==> src/rtl/sr_ff_driver_if.sv <==
// sr_ff_driver_if
//   Request handshake between control logic and sr_ff_driver.
//   req_valid  request present (held stable until accepted)
//   req_level  requested flop level, 1 = set, 0 = reset
//   req_ready  driver can accept a request this cycle
//   modport master : requester side
//   modport slave  : driver side
interface sr_ff_driver_if;
  logic req_valid;
  logic req_level;
  logic req_ready;

  modport master (
    output req_valid,
    output req_level,
    input  req_ready
  );

  modport slave (
    input  req_valid,
    input  req_level,
    output req_ready
  );
endinterface

==> src/rtl/sr_ff_driver.sv <==
// sr_ff_driver
//   Command-side driver for a clocked set/reset flop. Turns level requests into
//   s/r pulse sequences of PULSE_W cycles, checks the flop readback one cycle
//   after the pulse and then idles GAP_W cycles before taking the next request.
//   Requests matching the last commanded level are absorbed without a pulse.
//
//   Ports
//     clk       clock, rising edge
//     n_rst     asynchronous active-low reset
//     req_if    request handshake (slave side)
//     s, r      registered set/reset commands to the flop, never both high
//     q_fb      flop output readback
//     err_clr   clears the sticky err flag
//     busy      high while a command is in progress
//     err       sticky readback mismatch flag
//     cmd_cnt   commands issued, wraps
//     skip_cnt  redundant requests absorbed, wraps
//
//   state | meaning
//   IDLE  | waiting for a request, req_ready high
//   PULSE | s or r asserted for PULSE_W cycles
//   CHECK | pulse finished, readback compared against the commanded level
//   GAP   | GAP_W idle cycles before the next request can be accepted
module sr_ff_driver #(
  parameter int unsigned PULSE_W   = 2,
  parameter int unsigned GAP_W     = 1,
  parameter bit          HOLD_MODE = 1'b1,
  parameter int unsigned CNT_W     = 8
) (
  input  logic             clk,
  input  logic             n_rst,
  sr_ff_driver_if.slave    req_if,
  output logic             s,
  output logic             r,
  input  logic             q_fb,
  input  logic             err_clr,
  output logic             busy,
  output logic             err,
  output logic [CNT_W-1:0] cmd_cnt,
  output logic [CNT_W-1:0] skip_cnt
);

  // One down-counter serves both PULSE and GAP, sized for the longer of the two.
  localparam int unsigned TMR_MAX = (PULSE_W > GAP_W) ? PULSE_W : GAP_W;
  localparam int unsigned TMR_W   = (TMR_MAX < 2) ? 1 : $clog2(TMR_MAX);
  localparam logic [TMR_W-1:0] PULSE_LD = TMR_W'(PULSE_W - 1);
  localparam logic [TMR_W-1:0] GAP_LD   = (GAP_W == 0) ? '0 : TMR_W'(GAP_W - 1);

  typedef enum logic [1:0] {
    IDLE  = 2'd0,
    PULSE = 2'd1,
    CHECK = 2'd2,
    GAP   = 2'd3
  } state_t;

  state_t           state;
  logic [TMR_W-1:0] tmr;
  logic             shadow;
  logic             shadow_valid;
  logic             accept;
  logic             redundant;

  assign accept    = req_if.req_valid && req_if.req_ready;
  assign redundant = shadow_valid && (req_if.req_level == shadow);

  always_ff @(posedge clk or negedge n_rst) begin
    if (!n_rst) begin
      state            <= IDLE;
      tmr              <= '0;
      shadow           <= 1'b0;
      shadow_valid     <= 1'b0;
      s                <= 1'b0;
      r                <= 1'b0;
      busy             <= 1'b0;
      err              <= 1'b0;
      cmd_cnt          <= '0;
      skip_cnt         <= '0;
      req_if.req_ready <= 1'b1;
    end else begin
      // A mismatch in CHECK below overrides this clear in the same cycle.
      if (err_clr) begin
        err <= 1'b0;
      end

      case (state)
        IDLE: begin
          if (accept) begin
            if (redundant) begin
              skip_cnt <= skip_cnt + CNT_W'(1);
            end else begin
              shadow           <= req_if.req_level;
              shadow_valid     <= 1'b1;
              cmd_cnt          <= cmd_cnt + CNT_W'(1);
              tmr              <= PULSE_LD;
              state            <= PULSE;
              busy             <= 1'b1;
              req_if.req_ready <= 1'b0;
              // s and r swap on the same edge, so a held s drops exactly when r rises.
              s                <= req_if.req_level;
              r                <= ~req_if.req_level;
            end
          end
        end

        PULSE: begin
          if (tmr == '0) begin
            state <= CHECK;
            r     <= 1'b0;
            // In hold mode a set keeps s asserted until the next reset command.
            s     <= HOLD_MODE ? s : 1'b0;
          end else begin
            tmr <= tmr - 1'b1;
          end
        end

        CHECK: begin
          if (q_fb != shadow) begin
            err <= 1'b1;
          end
          if (GAP_W == 0) begin
            state            <= IDLE;
            busy             <= 1'b0;
            req_if.req_ready <= 1'b1;
          end else begin
            state <= GAP;
            tmr   <= GAP_LD;
          end
        end

        GAP: begin
          if (tmr == '0) begin
            state            <= IDLE;
            busy             <= 1'b0;
            req_if.req_ready <= 1'b1;
          end else begin
            tmr <= tmr - 1'b1;
          end
        end

        default: begin
          state            <= IDLE;
          s                <= 1'b0;
          r                <= 1'b0;
          busy             <= 1'b0;
          req_if.req_ready <= 1'b1;
        end
      endcase
    end
  end

endmodule

==> src/flat_wrapper.sv <==
// flat-port wrapper written by rule: the top's interface ports become plain ports
module sr_ff_driver_flat 
#(
  parameter int unsigned PULSE_W   = 2,
  parameter int unsigned GAP_W     = 1,
  parameter bit          HOLD_MODE = 1'b1,
  parameter int unsigned CNT_W     = 8
)
  (clk, n_rst, s, r, q_fb, err_clr, busy, err, cmd_cnt, skip_cnt, req_if_req_valid, req_if_req_level, req_if_req_ready);
  sr_ff_driver_if req_if_i ();
  input  logic clk;
  input  logic n_rst;
  output logic s;
  output logic r;
  input  logic q_fb;
  input  logic err_clr;
  output logic busy;
  output logic err;
  output logic [CNT_W-1:0] cmd_cnt;
  output logic [CNT_W-1:0] skip_cnt;
  input wire logic [$bits(req_if_i.req_valid)-1:0] req_if_req_valid;
  input wire logic [$bits(req_if_i.req_level)-1:0] req_if_req_level;
  output wire logic [$bits(req_if_i.req_ready)-1:0] req_if_req_ready;
  assign req_if_i.req_valid = req_if_req_valid;
  assign req_if_i.req_level = req_if_req_level;
  assign req_if_req_ready = req_if_i.req_ready;
  sr_ff_driver #(.PULSE_W(PULSE_W), .GAP_W(GAP_W), .HOLD_MODE(HOLD_MODE), .CNT_W(CNT_W)) u_core (.clk(clk), .n_rst(n_rst), .req_if(req_if_i), .s(s), .r(r), .q_fb(q_fb), .err_clr(err_clr), .busy(busy), .err(err), .cmd_cnt(cmd_cnt), .skip_cnt(skip_cnt));
endmodule
==> config.mk <==
export PLATFORM = sky130hd
export DESIGN_NAME = sr_ff_driver_flat
export DESIGN_NICKNAME = d
export VERILOG_FILES = /design/src/rtl/sr_ff_driver_if.sv /design/src/rtl/sr_ff_driver.sv /design/src/flat_wrapper.sv
export SDC_FILE = /design/constraint.sdc
export NUM_CORES = 1
export LEC_CHECK = 0
export BUFFER_PORTS_ARGS = -buffer_cell sky130_fd_sc_hd__buf_2
export CAP_MARGIN = 40
export CORE_MARGIN = 2
export CORE_UTILIZATION = 52
export CTS_CLUSTER_SIZE = 8
export DETAILED_ROUTE_END_ITERATION = 16
export GPL_TIMING_DRIVEN = 0
export MAX_ROUTING_LAYER = met4
export PLACE_DENSITY = 0.77
export SLEW_MARGIN = 20
export SYNTH_ARGS = -nofsm -noshare
export SYNTH_HDL_FRONTEND = slang
export SYNTH_SLANG_ARGS = --single-unit
==> constraint.sdc <==
create_clock -name clk -period 1.9 [get_ports clk]
set_input_delay 0.285 -clock clk [delete_from_list [all_inputs] [get_ports clk]]
set_output_delay 0.285 -clock clk [all_outputs]
set_load 0.01 [all_outputs]
==> reports/qor_table.md, run 1 <==
| Metric | Reported |
|---|---|
| Result of the run | completed |
| Count of clock tree sinks | 25 |
| Yosys Warn Count | 0 |
| Cells taking the most area after synthesis | sky130_fd_sc_hd__dfrtp_1 (49%), sky130_fd_sc_hd__xnor2_1 (8.6%), sky130_fd_sc_hd__ha_1 (7.2%), sky130_fd_sc_hd__mux2_2 (3.7%), sky130_fd_sc_hd__nand4_1 (3.1%) |
| Number of endpoints with negative hold slack in the final report | 0 |
| Required time at the worst-slack endpoint | 2.11 ns |
| Post-synthesis adder-cell area fraction | 0.0716 |
| Largest regs | u_core.cmd_cnt: 8 flops, u_core.skip_cnt: 8 flops, u_core.state: 2 flops |
| Chip Height | 52.5 um |
| Maximum number of pins on one net before global-route repair | 26 |
| Fin worst setup slack | 0.0764 ns |
| Routability congestion estimate | 0.753 |
| Overall global routing resource usage | 0.181 |
| Startpoint-to-endpoint class of the critical path | reg -> reg |
| Crit path to | u_core.cmd_cnt[1] |
| Worst endpoint data arrival time | 2.04 ns |
| Post-detailed-placement cell area | 1390 sq um |
| Fraction of synthesized area in multiplexers | 0.0460 |
| Max-slew violation count | 0 |
| Cell area after synthesis | 1220 sq um |
| Max transition margin | 0.634 |
| Root buffer cell | sky130_fd_sc_hd__clkbuf_4 |
| Routed wire per std cell | 13.3 um |
| Via count | 882 |
| Share of layout cells above drive strength 1 | 0.360 |
| CTS tree | done |
| Measured slew at the worst slew-check pin | 0.550 ns |
| Number of vias per cell after detailed routing | 5.28 |
| Cells after Synth | 101 |
| Part of the Yosys area used for sequential elements | 0.512 |
| Worst hold path type | in -> reg |
| Gr ovfl total | 0 |
| Fin area | 1490 sq um |
| Net count, final | 153 |
| Crit path time final | 1.82 ns |
| Initial DRT Pass Iterations | 4 |
| Worst setup path start | u_core.state[1] |
| Starting density of the core | 0.553 |
| R2r setup slk | 0.08 ns |
| Reg2Reg Capture Point | u_core.cmd_cnt[1] |
| Max-cap violations | 0 |
| Number of top-level design ports | 27 |
| Row cnt | 17 |
| Die Span X | 52.5 um |
| Number of clock buffers inserted by TritonCTS | 3 |
| Post-Route Setup TNS | 0 ns |
| First DRT Iteration DRCs | 11 |
| Clock Skew | 0.00940 ns |
| Maximum level of the CTS H-tree | 1 |
| Antenna-violating nets left | 0 |
| Final Cycle Share | 0.960 |
| Sort of element at the start of the critical path | flip-flop |
| Cell accounting for the most synthesized area | sky130_fd_sc_hd__dfrtp_1 |
| Static Leak | 0.742 nW |
| Setup crit end kind | flip-flop |
| Maximum fanout encountered on the critical timing path | 9 |
| Launch point of the worst reg-to-reg path | u_core.state[1] |
| Final Non-Filler Cells | 167 |
| Port-buffer cells | 26 |
| Number of unique standard cell types used by synthesis | 28 |
| Compound-Gate Fraction of Synth Area | 0.0869 |
| Maximum vdd ir drop | 936 uV |
| Growth of design area from synthesis to finish | 21.8% |
| Maximum achievable frequency | 548 MHz |
| Syn_area_per_cell | 12.1 sq um |
| Power per Cell Area | 1360 nW/um^2 |
| Post-Route WL | 2210 um |
| Register bit count reported by yosys | 25 |
| Global-route wire length before repair | 3460 um |
| Drt drc | 0 |
| Cell total after placement | 155 |
| Post-synthesis share of cell area spent on xor and xnor gates | 0.128 |
| Worst slack after detailed placement | 0.0894 ns |
| Clock transition at the registers of the reported paths | 0.13 ns |
| Insertion delay of the later-clocked pin in the worst-skew pair | 0.32 ns |
| Combinational family with the most area after synthesis | simple AND/OR/NAND/NOR gates |
| Worst Reg2Reg Path Length in Cells | 7 |
| Fraction of post-synthesis cell area in the top cell type by area | 0.491 |
| Maximum clock path buffer count | 2 |
| Overall die area | 2760 sq um |
| Number of global-route vias before repair | 816 |
| Diode insertion count for antenna repair | 0 |
| Core region area | 2210 sq um |
| Share of synthesized cell area in and, or, nand and nor gates | 0.131 |
| Estimated wirelength of the detail-placed design | 1560 um |
| Number of antenna violations at the first check in global routing | 0 |
| Final number of setup-violating endpoints | 0 |
| Net count of the mapped netlist | 114 |
==> power by group <==
part           internal (W)  switching [W]
sequential         0.000700       0.000192
clock             0.0000822       0.000153
combinational      0.000455       0.000442
total               0.00124       0.000787
==> metal layers <==
metal	GRT usage	up-vias	share of wire	wire, um
met2	0.308	18	0.50	1110
met3	0.0257	5	0.032	70
met5	-	-	0	0
met1	0.201	437	0.44	983
li1	-	422	-	-
met4	0.103	0	0.024	53
==> worst min-delay path by stage <==
stage	from	to	slack, ns	depth (start not counted)
after floorplan	n_rst	u_core.busy	-0.01	0
after global placement	n_rst	u_core.cmd_cnt[5]	0.30	1
after detailed placement	n_rst	u_core.skip_cnt[7]	0.31	1
after CTS	err_clr	u_core.err	0.12	2
after global routing	err_clr	u_core.err	0.16	2
final	err_clr	u_core.err	0.13	2
==> synth_stat cells (all sizes together) <==
cell type,count
a211oi,1
a21oi,3
a22oi,1
and3,3
and4,1
buf,1
dfrtp,24
dfstp,1
ha,7
inv,6
mux2,5
nand2,8
nand3,5
nand4,6
nor2,3
nor3,1
o211ai,1
o21a,1
o21ai,4
o22ai,1
o32a,1
xnor2,12
xor2,5
==> metrics by stage <==
stage | hold WS [ns] | util | power (W)
floorplan | -0.0106 | - | 0.00143
global placement | 0.303 | 0.628 | 0.00166
detailed placement | 0.312 | 0.628 | 0.00170
CTS | 0.115 | 0.644 | 0.00195
global route | 0.159 | 0.674 | 0.00218
finish | 0.126 | 0.674 | 0.00202
==> critical path, stage by stage, from the launching register on <==
cell	delay, ns
sky130_fd_sc_hd__dfrtp_1	0.43
sky130_fd_sc_hd__inv_1	0.11
sky130_fd_sc_hd__ha_1	0.15
sky130_fd_sc_hd__buf_4	0.16
sky130_fd_sc_hd__nand3_4	0.11
sky130_fd_sc_hd__buf_12	0.14
sky130_fd_sc_hd__a21oi_4	0.24
sky130_fd_sc_hd__mux2_2	0.37
==> final cells by class <==
| cell class | count | area [sq um] |
|---|---|---|
| multi-input cells | 69 | 567 |
| clock buffers | 4 | 26.3 |
| repair buffers | 34 | 205 |
| fillers | 182 | 722 |
| flip-flops and latches | 25 | 627 |
| inverters | 6 | 22.5 |
| well taps | 28 | 35.0 |
| plain buffers | 1 | 7.51 |
==> cell usage in the layout (no fill, tap or decap) <==
| cell type | Yosys | layout |
|---|---|---|
| sky130_fd_sc_hd__clkbuf_4 | 0 | 3 |
| sky130_fd_sc_hd__buf_12 | 0 | 1 |
| sky130_fd_sc_hd__mux2_2 | 4 | 4 |
| sky130_fd_sc_hd__a22oi_1 | 1 | 1 |
| sky130_fd_sc_hd__a21oi_1 | 1 | 1 |
| sky130_fd_sc_hd__o21a_1 | 1 | 1 |
| sky130_fd_sc_hd__nor2_1 | 3 | 3 |
| sky130_fd_sc_hd__nand2_1 | 8 | 8 |
| sky130_fd_sc_hd__xor2_2 | 1 | 1 |
| sky130_fd_sc_hd__buf_4 | 1 | 7 |
| sky130_fd_sc_hd__nand3_4 | 1 | 1 |
| sky130_fd_sc_hd__dfrtp_1 | 24 | 24 |
| sky130_fd_sc_hd__nand4_1 | 6 | 6 |
| sky130_fd_sc_hd__ha_1 | 7 | 7 |
| sky130_fd_sc_hd__nor3_4 | 1 | 1 |
| sky130_fd_sc_hd__o32a_1 | 1 | 1 |
| sky130_fd_sc_hd__inv_1 | 6 | 5 |
| sky130_fd_sc_hd__nand3_1 | 4 | 4 |
| sky130_fd_sc_hd__mux2_1 | 1 | 1 |
| sky130_fd_sc_hd__a21oi_2 | 1 | 1 |
| sky130_fd_sc_hd__clkbuf_1 | 0 | 1 |
| sky130_fd_sc_hd__inv_2 | 0 | 1 |
| sky130_fd_sc_hd__and4_1 | 1 | 1 |
| sky130_fd_sc_hd__dfstp_2 | 1 | 1 |
| sky130_fd_sc_hd__and3_1 | 3 | 3 |
| sky130_fd_sc_hd__buf_2 | 0 | 26 |
| sky130_fd_sc_hd__a21oi_4 | 1 | 1 |
| sky130_fd_sc_hd__xnor2_1 | 12 | 12 |
| sky130_fd_sc_hd__o21ai_0 | 4 | 4 |
| sky130_fd_sc_hd__o22ai_1 | 1 | 1 |
| sky130_fd_sc_hd__dlygate4sd3_1 | 0 | 1 |
| sky130_fd_sc_hd__a211oi_2 | 1 | 1 |
| sky130_fd_sc_hd__xor2_1 | 4 | 4 |
| sky130_fd_sc_hd__o211ai_2 | 1 | 1 |
==> cell families after synthesis <==
group | Yosys count
and+or+nand+nor | 27
DFF | 25
xor gates and xnor gates | 17
AOI/OAI and AO/OA | 13
buffers and inverters | 7
adders and majority gates | 7
muxes | 5
==> timing repair <==
| action | in CTS | in global routing |
|---|---|---|
| setup buffers | 0 | 7 |
| endpoints found under the setup margin | 0 | 6 |
| hold endpoints to repair | 24 | 0 |
| gates resized for setup | 0 | 1 |
| hold buffers | 1 | 0 |
Power figures use the tool's default switching activity.
==> inputs of run 2 (changes only) <==
--- a/config.mk
+++ b/config.mk
@@ -7,7 +7,6 @@
 export LEC_CHECK = 0
 export BUFFER_PORTS_ARGS = -buffer_cell sky130_fd_sc_hd__buf_2
 export CAP_MARGIN = 40
-export CORE_MARGIN = 2
 export CORE_UTILIZATION = 52
 export CTS_CLUSTER_SIZE = 8
 export DETAILED_ROUTE_END_ITERATION = 16
==> reports/qor_table.md, run 2 (synthesis results as in run 1) <==
| Metric | Reported | Delta |
|---|---|---|
| Most common library cell in the layout ignoring fill and taps | sky130_fd_sc_hd__buf_2 |  |
| Crit path to | u_core.skip_cnt[7] |  |
| Filler cell count in the final layout | 190 | +4.4% |
| Post-detailed-placement cell area | 1390 sq um | unchanged |
| Sequential group share of total power | 0.455 | +0.014 |
| Insertion delay of the later-clocked pin in the worst-skew pair | 0.31 ns | about the same |
| Overall die area | 2550 sq um | -7.5% |
| Row cnt | 17 | unchanged |
| Crit path time final | 1.79 ns | -0.0300 ns |
| Hold Startpoint | err_clr |  |
| Drt drc | 0 | unchanged |
| Max-slew violation count | 0 | unchanged |
| Overall global routing resource usage | 0.190 | +0.00963 |
| Chip Height | 50.5 um | -3.8% |
| Number of clock buffers inserted by TritonCTS | 3 | unchanged |
| Initial DRT Pass Iterations | 4 | unchanged |
| Clock Skew | 0.00667 ns | -0.00273 ns |
| Estimated wirelength of the detail-placed design | 1540 um | -1.3% |
| Diode insertion count for antenna repair | 0 | unchanged |
| Worst setup path start | u_core.state[0] |  |
| RSZ-0062 raised after global routing | no |  |
| Setup crit end kind | flip-flop |  |
| Port-buffer cells | 26 | unchanged |
| Count of clock tree sinks | 25 | unchanged |
| Switching Power | 0.000767 W | -2.5% |
| Number of global-route vias before repair | 817 | +0.12% |
| Internal cell power | 0.00120 W | -3.4% |
| CTS tree | done |  |
| Net count, final | 150 | -2.0% |
| Sort of element at the start of the critical path | flip-flop |  |
| Routability congestion estimate | 0.704 | -6.5% |
| Combinational share of power | 0.427 | -0.016 |
| Static Leak | 0.722 nW | -2.8% |
| Maximum achievable frequency | 558 MHz | +1.7% |
| Starting density of the core | 0.553 | unchanged |
| Routed wire per std cell | 12.7 um | -4.5% |
| Sequential cell area | 627 sq um | unchanged |
| Growth of design area from synthesis to finish | 19.2% |  |
| Number of top-level design ports | 27 | unchanged |
| Launch point of the worst reg-to-reg path | u_core.state[0] |  |
| Largest regs | u_core.cmd_cnt: 8 flops, u_core.skip_cnt: 8 flops, u_core.state: 2 flops |  |
| Power per Cell Area | 1350 nW/um^2 | -0.95% |
| Footprint of the multi-input gates | 567 sq um | unchanged |
| Die Span X | 50.5 um | -3.8% |
| Number of endpoints with negative hold slack in the final report | 0 | unchanged |
| Master of the slowest instance on the critical path | sky130_fd_sc_hd__dfrtp_1 |  |
| Share of layout cells above drive strength 1 | 0.353 | -0.00677 |
| Number of vias per cell after detailed routing | 5.19 | -1.7% |
| Worst endpoint data arrival time | 2.03 ns | about the same |
| Global-route wire length before repair | 3450 um | -0.38% |
| Switch share | 0.391 | +0.00203 |
| Fraction of power consumed by the clock network | 0.118 | +0.002 |
| Fin area | 1460 sq um | -2.1% |
| Delay of the slowest critical-path stage | 0.45 ns | +0.02 ns |
| Result of the run | completed |  |
| Maximum vdd ir drop | 919 uV | -1.8% |
| Max transition margin | 0.639 | +0.00569 |
| Worst Reg2Reg Path Length in Cells | 7 | unchanged |
| Worst hold path type | in -> reg |  |
| First DRT Iteration DRCs | 9 | -2 |
| Sequence of cells on the critical path | inv_2 > ha_1 > buf_6 > nand3_4 > nor3_4 > and4_1 > xor2_1 |  |
| Max-cap violations | 0 | unchanged |
| Maximum clock path buffer count | 2 | unchanged |
| Measured slew at the worst slew-check pin | 0.541 ns | -0.00854 ns |
| Core region area | 2210 sq um | unchanged |
| Via count | 851 | -3.5% |
| Post-Route WL | 2080 um | -6.2% |
| Antenna-violating nets left | 0 | unchanged |
| Clock transition at the registers of the reported paths | 0.13 ns | about the same |
| R2r setup slk | 0.11 ns | +0.03 ns |
| Required time at the worst-slack endpoint | 2.14 ns | +0.03 ns |
| Maximum level of the CTS H-tree | 1 | unchanged |
| Startpoint-to-endpoint class of the critical path | reg -> reg |  |
| Reg2Reg Capture Point | u_core.skip_cnt[7] |  |
| Number of antenna violations at the first check in global routing | 0 | unchanged |
| Gr ovfl total | 0 | unchanged |
| Final number of setup-violating endpoints | 0 | unchanged |
| Maximum fanout encountered on the critical timing path | 8 | -1 |
| Root buffer cell | sky130_fd_sc_hd__clkbuf_4 |  |
| Final Cycle Share | 0.944 | -0.0158 |
| Maximum number of pins on one net before global-route repair | 26 | unchanged |
| Highest-count cells in the layout ignoring fill and taps | sky130_fd_sc_hd__buf_2 (26), sky130_fd_sc_hd__dfrtp_1 (24), sky130_fd_sc_hd__xnor2_1 (12) |  |
| Post-Route Setup TNS | 0 ns | unchanged |
[run 2: cell types whose count changed in the layout (fill, tap and decap cells not counted)]
cell                     before  now
sky130_fd_sc_hd__buf_4        7    4
sky130_fd_sc_hd__buf_12       1    0
sky130_fd_sc_hd__buf_6        0    1
sky130_fd_sc_hd__inv_1        5    4
sky130_fd_sc_hd__inv_2        1    2
[run 2: how the worst min path moves through the flow]
stage | cells after the start | end | slack (ns)
floorplan | 0 | u_core.busy | -0.01
global placement | 1 | u_core.cmd_cnt[7] | 0.30
detailed placement | 1 | u_core.skip_cnt[7] | 0.30
CTS | 2 | u_core.err | 0.13
global route | 2 | u_core.err | 0.13
finish | 2 | u_core.err | 0.13
[run 2: routing by layer]
layer  part of all wire  vias to the layer above  GRT usage
met4              0.016                        0     0.0972
met5                  0                        -          -
met1               0.46                      414      0.217
met2               0.49                       18      0.324
met3              0.031                        4     0.0273
li1                   -                      415          -
[run 2: final cells by class]
cell class / instances / area share
tap: 28 / 0.0240
buffer: 1 / 0.00772
clock buffer: 4 / 0.0180
sequential: 25 / 0.430
multi-input combinational: 69 / 0.389
inverter: 6 / 0.0154
timing repair buffer: 31 / 0.117
[run 2: worst max-delay path: cells and delay by family (launching register included)]
| family | cells | cell delay [ns] |
|---|---|---|
| buf+inv | 2 | 0.23 |
| flops | 1 | 0.45 |
| xor+xnor | 1 | 0.16 |
| simple gates | 3 | 0.71 |
| fa+ha+maj | 1 | 0.17 |
[run 2: per-stage QoR]
stage	worst slack [ns]	hold slack [ns]	instances	power (W)	utilization
floorplan	0.247	-0.0106	101	0.00143	-
global placement	0.134	0.302	155	0.00166	0.628
detailed placement	0.0790	0.305	155	0.00170	0.628
CTS	0.0409	0.128	160	0.00193	0.644
global route	0.00972	0.126	164	0.00211	0.660
finish	0.106	0.131	164	0.00196	0.660
[run 2: repair_timing]
action | CTS | global route
endpoints found under the setup margin | 0 | 1
endpoints found under the hold margin | 24 | 0
setup buffers | 0 | 4
gates resized for setup | 0 | 3
hold buffers | 1 | 0
[run 2: power groups by stage]
stage	Combinational [W]	Sequential [W]	Clock, W
after floorplan	0.000493	0.000938	0
after global placement	0.000766	0.000892	0
after detailed placement	0.000792	0.000904	0
after CTS	0.000797	0.000893	0.000240
after global routing	0.000932	0.000920	0.000259
final	0.000838	0.000893	0.000232
